File: src/rtl/axi_wr_issue.sv
// ============================================================================
// Module   : axi_wr_issue
// Brief    : Single-beat AXI write issue stage with outstanding-B tracking.
//            Optional macro AXI_WR_RESP_CHECK_EN adds the sticky wr_err output.
// Revision : 1.0 - initial release
// ============================================================================
`default_nettype none

module axi_wr_issue #(
  parameter int ADDR_WIDTH      = 32,
  parameter int DATA_WIDTH      = 32,
  parameter int MAX_OUTSTANDING = 4,
  parameter int CNT_WIDTH       = 3,
  parameter int AXI_ID          = 1
) (
  input  logic                    clk,
  input  logic                    reset,
  input  logic                    req_valid,
  output logic                    req_ready,
  input  logic [ADDR_WIDTH-1:0]   req_addr,
  input  logic [2:0]              req_size,
  input  logic [DATA_WIDTH/8-1:0] req_strb,
  input  logic [DATA_WIDTH-1:0]   req_data,
  output logic [3:0]              awid,
  output logic [ADDR_WIDTH-1:0]   awaddr,
  output logic [7:0]              awlen,
  output logic [2:0]              awsize,
  output logic [1:0]              awburst,
  output logic                    awvalid,
  input  logic                    awready,
  output logic [3:0]              wid,
  output logic [DATA_WIDTH-1:0]   wdata,
  output logic [DATA_WIDTH/8-1:0] wstrb,
  output logic                    wlast,
  output logic                    wvalid,
  input  logic                    wready,
  input  logic [3:0]              bid,
  input  logic [1:0]              bresp,
  input  logic                    bvalid,
  output logic                    bready,
`ifdef AXI_WR_RESP_CHECK_EN
  output logic                    wr_err,
`endif
  output logic                    wr_empty,
  output logic                    wr_done
);

  localparam logic [CNT_WIDTH-1:0] c_max_out = CNT_WIDTH'(MAX_OUTSTANDING);
  localparam logic [3:0]           c_axi_id  = 4'(AXI_ID);

  typedef enum logic [1:0] {
    IDLE    = 2'd0,
    SEND    = 2'd1,
    AW_WAIT = 2'd2,
    W_WAIT  = 2'd3
  } state_t;

  state_t                  r_state, w_state_nxt;
  logic [ADDR_WIDTH-1:0]   r_addr;
  logic [2:0]              r_size;
  logic [DATA_WIDTH/8-1:0] r_strb;
  logic [DATA_WIDTH-1:0]   r_data;
  logic [CNT_WIDTH-1:0]    r_count;
  logic                    r_bready;
  logic                    r_done;
  logic                    w_accept;
  logic                    w_b_ok;

  assign req_ready = (r_state == IDLE) && (r_count < c_max_out) && !reset;
  assign w_accept  = req_valid && req_ready;
  // A B beat with nothing outstanding is a slave protocol error: ignore it.
  assign w_b_ok    = bvalid && r_bready && (r_count != '0);

  always_comb begin
    w_state_nxt = r_state;
    case (r_state)
      IDLE:    if (w_accept) w_state_nxt = SEND;
      SEND: begin
        if (awready && wready) w_state_nxt = IDLE;
        else if (awready)      w_state_nxt = W_WAIT;
        else if (wready)       w_state_nxt = AW_WAIT;
      end
      AW_WAIT: if (awready) w_state_nxt = IDLE;
      W_WAIT:  if (wready)  w_state_nxt = IDLE;
      default: w_state_nxt = IDLE;
    endcase
  end

  always_ff @(posedge clk) begin
    if (reset) begin
      r_state  <= IDLE;
      r_addr   <= '0;
      r_size   <= '0;
      r_strb   <= '0;
      r_data   <= '0;
      r_count  <= '0;
      r_bready <= 1'b0;
      r_done   <= 1'b0;
    end else begin
      r_state  <= w_state_nxt;
      r_bready <= 1'b1;
      r_done   <= w_b_ok;
      if (w_accept) begin
        r_addr <= req_addr;
        r_size <= req_size;
        r_strb <= req_strb;
        r_data <= req_data;
      end
      if (w_accept && !w_b_ok)      r_count <= r_count + 1'b1;
      else if (!w_accept && w_b_ok) r_count <= r_count - 1'b1;
    end
  end

`ifdef AXI_WR_RESP_CHECK_EN
  logic r_err;
  always_ff @(posedge clk) begin
    if (reset)
      r_err <= 1'b0;
    else if (bvalid && r_bready && ((bresp != 2'b00) || (bid != c_axi_id)))
      r_err <= 1'b1;
  end
  assign wr_err = r_err;
`else
  logic w_unused_b;
  assign w_unused_b = ^{bid, bresp};
`endif

  assign awid     = c_axi_id;
  assign awaddr   = r_addr;
  assign awlen    = 8'd0;
  assign awsize   = r_size;
  assign awburst  = 2'b01;
  assign awvalid  = (r_state == SEND) || (r_state == AW_WAIT);
  assign wid      = c_axi_id;
  assign wdata    = r_data;
  assign wstrb    = r_strb;
  assign wlast    = 1'b1;
  assign wvalid   = (r_state == SEND) || (r_state == W_WAIT);
  assign bready   = r_bready;
  assign wr_empty = (r_count == '0);
  assign wr_done  = r_done;

endmodule

`default_nettype wire

File: config.mk
export PLATFORM = sky130hd
export DESIGN_NAME = axi_wr_issue
export DESIGN_NICKNAME = d
export VERILOG_FILES = /design/src/rtl/axi_wr_issue.sv
export SDC_FILE = /design/constraint.sdc
export NUM_CORES = 1
export LEC_CHECK = 0
export ABC_CLOCK_PERIOD_IN_PS = 2600
export BUFFER_PORTS_ARGS = -buffer_cell sky130_fd_sc_hd__buf_4
export CAP_MARGIN = 20
export CORE_ASPECT_RATIO = 0.7
export CORE_MARGIN = 2
export CORE_UTILIZATION = 43
export DETAILED_ROUTE_END_ITERATION = 7
export PLACE_DENSITY = 0.79
export SLEW_MARGIN = 20
export SYNTH_ARGS = -nofsm -noshare
export SYNTH_HDL_FRONTEND = slang
export SYNTH_SLANG_ARGS = --single-unit
File: constraint.sdc
create_clock -name clk -period 2.6 [get_ports clk]
set_input_delay 0.26 -clock clk [delete_from_list [all_inputs] [get_ports clk]]
set_output_delay 0.26 -clock clk [all_outputs]
set_load 0.005 [all_outputs]
Word level (Yosys, flattened, before mapping)
Index checks and enable logic that the tools add are counted.

storage, ports and cells
  output and inout bits = 96
  register bits = 78
  input bits = 83
  logic and storage cells = 46

cells by class
  $add $sub $neg = 2
  reduce and logical (&&, ||, !) cells = 18
  equal/unequal tests = 7
  muxes and demuxes = 10
  order comparisons = 1

operators by type and width
  operator                                              number
  2-to-1 mux 2 bit                                      6
  logical AND 1 bit                                     8
  one-hot mux 2 bit (4 select lines)                    1
  2-to-1 mux 3 bit                                      2
  inequality test 2 bit (second input constant)         3
  equality test 2 bit (second input constant)           2
  inequality test 4 bit (second input constant)         1
  AND reduction 4 bit                                   1
  adder 3 x 1 -> 3 bit (second input constant)          1
  logical NOT 1 bit                                     3
  logical NOT 3 bit                                     1
  < comparator 3 bit (second input constant)            1
  nonzero test 3 bit                                    1
  subtractor 3 x 1 -> 3 bit (second input constant)     1
  equality test 2 x 1 -> 1 bit (second input constant)  1
  logical NOT 2 bit                                     1
  logical OR 1 bit                                      2
  nonzero test 2 bit                                    1
  2-to-1 mux 1 bit                                      1

Logic depth before layout (Yosys ltp)
Gate-level depths: netlist of run 1.

  depth in word-level cells = 8
  depth in mapped cells = 12
  depth with buffers taken out = 10

Worst setup path after synthesis of run 1
Ideal clock, no wire load.

  path type = reg-to-reg
  start point = reg r_state[1]
  end point = reg r_count[2]
  period minus slack after synthesis = 2,322 ps
  path buffers = 2
  arrival = 2,252 ps
  stages on the path, launching flop included = 13
  slack = 278 ps
  required time = 2,530 ps
  setup time = 70 ps
  cells stage by stage = dfxtp_1 -> inv_1 -> ha_1 -> nand4bb_1 -> buf_4 -> inv_6 -> buf_6 -> ha_1 -> inv_1 -> fa_1 -> xor2_1 -> or3_1 -> a21oi_1

on the way
  cells in the longest elaborated chain, start to end = 7
  elaborated cells on any way between the ends = 9
  classes of those cells = 1 x mux; 8 x reduce/logical

RTL lines
  what                                 RTL line  source
  start: declaration                   58        state_t r_state, w_state_nxt;
  start signal: assignment             100       r_state <= w_state_nxt;
  logical NOT 2 bit *                  69        assign req_ready = (r_state == IDLE) && (r_count < c_max_out) && !reset;
  logical AND 1 bit * (2 in a row)     69
  logical AND 1 bit *                  70        assign w_accept = req_valid && req_ready;
  via w_accept                         66        logic w_accept;
  logical NOT 1 bit                    110       else if (!w_accept && w_b_ok) r_count <= r_count - 1'b1;
  logical AND 1 bit                    110
  nonzero test 2 bit (no source line)  -
  end signal: assignment               109       if (w_accept && !w_b_ok) r_count <= r_count + 1'b1;
  end signal: assignment               110
  end: declaration                     63        logic [CNT_WIDTH-1:0] r_count;

Mark *: on every way through the listed nets, which the timed path passes. The rest lies on a longest branch.
A chain may end at the register's enable or synchronous reset.

Worst setup path after layout of run 1
  start point = reg r_state[1]
  end point = reg r_count[2]

on the way
  cells in the longest elaborated chain, start to end = 7
  elaborated cells on any way between the ends = 9
  classes of those cells = 1 x mux; 8 x reduce/logical

RTL lines
  what                                 RTL line
  logical NOT 2 bit *                  69
  logical AND 1 bit * (2 in a row)     69
  logical AND 1 bit *                  70
  logical NOT 1 bit                    110
  logical AND 1 bit                    110
  nonzero test 2 bit (no source line)  -

Every way passes the cells marked *; elsewhere a longest branch is shown, timed or not.

==> results of run 1 <==
[worst min-delay path, cell delays in order]
cell and delay (ps):
buf_4 110, nand2_1 50, a21oi_1 50
[metal layers]
| layer | share of wire (%) | wire length [µm] |
|---|---|---|
| met4 | 1.3 | 99 |
| met5 | 0 | 0 |
| met1 | 42 | 3210 |
| met2 | 47 | 3590 |
| met3 | 9.1 | 691 |
[report_power, final]
group,switching [mW],leakage (nW),internal (mW)
clock network,0.407,0.115,0.624
logic,0.574,1.21,0.548
registers,0.112,0.636,1.38
total,1.09,1.96,2.55
[cells in the mapped netlist]
master     instances  share of area (%)
nor2_1             4               0.49
a21oi_1           73                 12
inv_1              6               0.74
conb_1             2               0.25
dfxtp_1           78                 51
or2_2              1               0.20
mux2i_1            1               0.33
nand2_1          143                 18
o21ai_0            1               0.16
nand4bb_1          1               0.37
xor2_1             2               0.57
buf_6              8                2.9
buf_4             20                4.9
ha_1               5                2.0
fa_1               1               0.65
nor3b_1            2               0.49
nand4_1            1               0.20
a31oi_1            1               0.20
nor3_1             1               0.16
buf_2              7                1.1
nand2_4            1               0.37
a211o_1            1               0.29
clkbuf_1           8               0.98
inv_6              1               0.29
nand3b_1           1               0.25
a311oi_2           1               0.49
or3_1              1               0.20
a221oi_2           1               0.49
a21boi_0           1               0.25
[per-stage QoR]
stage | power, mW | utilization, % | worst slack [ps] | cell area (µm²) | cells
after floorplan | 2.19 | - | 278 | 3120 | 391
after global placement | 2.61 | 60.5 | 444 | 4120 | 598
after detailed placement | 2.65 | 60.5 | 327 | 4120 | 598
after CTS | 3.70 | 63.7 | 304 | 4350 | 612
after global routing | 3.87 | 63.7 | 171 | 4350 | 612
final | 3.64 | 63.7 | 328 | 4350 | 612
[worst paths after layout]
kind | start | end | slack (ps)
min | req_data[9] | wdata[9] | 150
max reg2reg | r_state[1] | r_count[2] | 330
min reg2reg | awaddr[15] | awaddr[15] | 450
max | r_state[1] | r_count[2] | 330
[state kept, by name, indices dropped and copies added, names as in the netlist]
| name | count |
|---|---|
| awaddr | 32 |
| awsize | 3 |
| bready | 1 |
| r_count | 3 |
| r_state | 2 |
| wdata | 32 |
| wr_done | 1 |
| wstrb | 4 |
[layout make-up]
class / instances / area [µm²] / area share, %
Inverter: 7 / 31.3 / 0.720
Sequential cell: 78 / 1560 / 35.9
Clock inverter: 5 / 100 / 2.30
Multi-Input combinational cell: 263 / 1240 / 28.6
Timing Repair Buffer: 156 / 1170 / 26.9
Clock buffer: 9 / 124 / 2.85
Tap cell: 94 / 118 / 2.71
[cell families after synthesis]
logic type	Yosys count	synth area share [%]
multiplexers	1	0.327
AO/OA/AOI/OAI	79	13.8
buffers and inverters	50	11.0
AND/OR/NAND/NOR	156	20.3
other	2	0.245
flip-flops	78	51.0
adder cells (fa/ha/maj)	6	2.70
XOR/XNOR	2	0.573
==> flow_summary.yaml, run 1 <==
run_status:
  outcome: "complete, no violations"
grt:
  grt_pass1_vias: 2530
  grt_max_degree: 80
  grt_pass1_wl_um: 11600
  grtUsageMet3_pct: 9.03
  grt_usage_pct: 18.8
  overflow: 0
  grt_use_met2_pct: 31.7
  busiest_layer: "met2"
  gr-usage-met1_pct: 21.5
  antenna_found_initial: 0
yosys:
  synth-seq-area-share_pct: 51.0
  synth_cell_type_count: 29
  yosys_warnings: 0
  syn_inst: 374
  postSynthAreaPerCell_um2: 8.18
  syn_area_um2: 3060
  ys_ff_latch: 78
finish:
  syn_to_final_growth_pct: 42.1
  final_common_cell: "buf_4"
  drive_above_1_share_pct: 34.0
  fillers: 572
  mostFrequentLayoutCells: "buf_4, nand2_1, dfxtp_1, a21oi_1, conb_1"
  nets: 604
  num_antenna_cells: 0
run:
  cap_violations: 0
die:
  rows: 25
  dieHeight_um: 74.6
  initial_core_util_pct: 44.9
  dieArea_um2: 7820
  core-area_um2: 6820
  top_level_ports: 179
  die_w_um: 105
routing:
  via_per_inst: 4.65
  drt-wirelength-per-cell_um: 12.4
  ant_nets: 0
  drt_iter0_markers: 126
  drt-total-wl_um: 7590
  drt_first_pass_iters: 4
  num_vias: 2846
  drc: 0
worst_setup_path:
  crit_fanout: 3
  worstPathRequired_ps: 2870
  endpoint_kind: "register"
  worst_path_max_delay_cell: "fa_1"
  cp_top_family: "adder cells"
  cp_slowest_stage_delay_ps: 380
  rr_worst_depth: 10
  cp.buffers_inverters: 3
  crit_type: "register to register"
  worstPathCellList: "inv_1, ha_1, nand4bb_4, inv_6, ha_1, inv_1, fa_1, xor2_1, or3_1, a21oi_1"
  cp.depth: 10
  arrival_ps: 2540
  cp-start-kind: "register"
placed_design:
  post-dp-hpwl_um: 5210
  io_buffers: 153
  place_congestion: 0.738
clocking:
  cts_sinks: 78
  post_cts_resized: 0
  cts_made_buffers: 9
  cts_tree: "done"
  cts.reportedPaths.clkPinSlew_ps: 80
  htreeDepth: 3
  postCtsSetupRepairBufs: 0
  cts_buffer_depth: 2
  root_buffer: "clkbuf_8"
  clk_latency_ps: 340
  cts_hold_buf: 0
timing:
  tns_ps: 0
  relSlewSlack_pct: 46.5
  setup_viol: 0
  rsz0062_at_grt: "no"
  worst_clock_skew_ps: 6.80
  slew_violations: 0
  timing.hold.ws_ps: 155
  period_share_pct: 87.4
  hold_viol: 0
  finalCriticalPeriod_ps: 2270
  fmax_mhz: 440
  tightest_slew_ps: 803
power_and_ir_drop:
  cellPowerDensity_nw_per_um2: 838
  ir_drop_v: 0.000423
  p_leak_nw: 1.96
worst_hold_path:
  min_delay_path_depth: 3
  hold_path_class: "primary input to register"
Power figures use the tool's default switching activity.
==> inputs of run 2 (changes only) <==
- BUFFER_PORTS_ARGS: -buffer_cell sky130_fd_sc_hd__buf_4 -> -buffer_cell sky130_fd_sc_hd__buf_2
==> flow_summary.yaml, run 2 (synthesized netlist as in run 1, its figures left out) <==
grt:
  grt_pass1_wl_um: 11100
  grt_pass1_vias: 2553
  antenna_found_initial: 0
  grt_usage_pct: 17.8
  grt_max_degree: 80
  overflow: 0
routing:
  ant_nets: 0
  via_per_inst: 4.65
  drt_iter0_markers: 102
  drc: 0
  drt_first_pass_iters: 5
  drt-total-wl_um: 7070
  num_vias: 2854
  drt-wirelength-per-cell_um: 11.5
timing:
  setup_viol: 0
  tightest_slew_ps: 793
  slew_violations: 0
  worst_clock_skew_ps: 8.76
  rsz0062_at_grt: "no"
  hold_viol: 0
  worst_slack_ps: 366
  finalCriticalPeriod_ps: 2230
  fmax_mhz: 448
  tns_ps: 0
  period_share_pct: 85.9
  relSlewSlack_pct: 47.2
placed_design:
  post-dp-hpwl_um: 4910
  io_buffers: 153
  pre_cts_slack_ps: 370
  place_congestion: 0.719
worst_setup_path:
  worstPathRequired_ps: 2860
  crit_type: "register to register"
  cp-start-kind: "register"
  crit_fanout: 3
  arrival_ps: 2500
  endpoint_kind: "register"
finish:
  mostFrequentLayoutCells: "buf_2, nand2_1, dfxtp_1, a21oi_1, conb_1"
  syn_to_final_growth_pct: 29.3
  final_common_cell: "buf_2"
  num_antenna_cells: 0
  drive_above_1_share_pct: 33.8
  nets: 604
  fillers: 634
clocking:
  root_buffer: "clkbuf_8"
  clk_latency_ps: 340
  cts_sinks: 78
  htreeDepth: 3
  post_cts_resized: 0
  postCtsSetupRepairBufs: 0
  cts_hold_buf: 0
  cts_buffer_depth: 2
  cts_tree: "done"
  cts_made_buffers: 9
  cts.reportedPaths.clkPinSlew_ps: 80
power_and_ir_drop:
  cellPowerDensity_nw_per_um2: 868
  ir_drop_v: 0.000427
  p_leak_nw: 1.87
  report.power.total_mw: 3.43
die:
  dieArea_um2: 7820
  top_level_ports: 179
  die_w_um: 105
  initial_core_util_pct: 44.9
  core-area_um2: 6820
  dieHeight_um: 74.6
  rows: 25
run_status:
  outcome: "complete, no violations"
worst_hold_path:
  hold_path_class: "primary input to register"
run:
  cap_violations: 0
run 2: cell count changes in the layout (fill, tap and decap cells not counted), sizes merged:
cell	change
clkbuf	+2
clkinvlp	+2
bufinv	-1
clkinv	-1
run 2: final timing paths:
| path | start | end | slack, ps | depth (start not counted) |
|---|---|---|---|---|
| hold reg to reg | awsize[0] | awsize[0] | 450 | 2 |
| hold / removal | req_addr[24] | awaddr[24] | 150 | 3 |
| setup / recovery | r_state[1] | r_count[2] | 370 | 10 |
| setup reg to reg | r_state[1] | r_count[2] | 370 | 10 |
run 2: power by group:
part / switching [mW] / internal, mW / total (mW)
registers: 0.102 / 1.38 / 1.48
clock network: 0.431 / 0.543 / 0.974
logic: 0.559 / 0.419 / 0.979
total: 1.09 / 2.34 / 3.43
run 2: final cells by class:
cell class | instances | area (µm²) | share of cell area [%]
Multi-Input combinational cell | 263 | 1240 | 31.4
Clock inverter | 5 | 83.8 | 2.12
Clock buffer | 11 | 131 | 3.32
Sequential cell | 78 | 1560 | 39.5
Timing Repair Buffer | 156 | 788 | 19.9
Tap cell | 94 | 118 | 2.97
Inverter | 7 | 31.3 | 0.791
run 2: metal layers:
metal	vias to the layer above	global-route usage (%)	part of all wire, %
met3	11	7.10	8.6
met4	0	5.93	1.3
met2	112	31.6	48
li1	1438	-	-
met5	-	0	0
met1	1293	19.9	42
run 2: per-stage QoR:
stage	util, %	hold slack (ps)	area (µm²)	std cells
detailed placement	54.8	443	3740	598
global placement	54.8	438	3740	598
global route	58.0	128	3960	614
CTS	58.0	124	3960	614
floorplan	-	396	3120	391
finish	58.0	146	3960	614
run 2: critical path, stage by stage (launching register included):
cell and delay (ps):
dfxtp_1 340, inv_1 90, ha_1 290, nand4bb_4 170, inv_6 80, ha_1 170, inv_1 60, fa_1 370
xor2_1 160, or3_1 300, a21oi_1 140
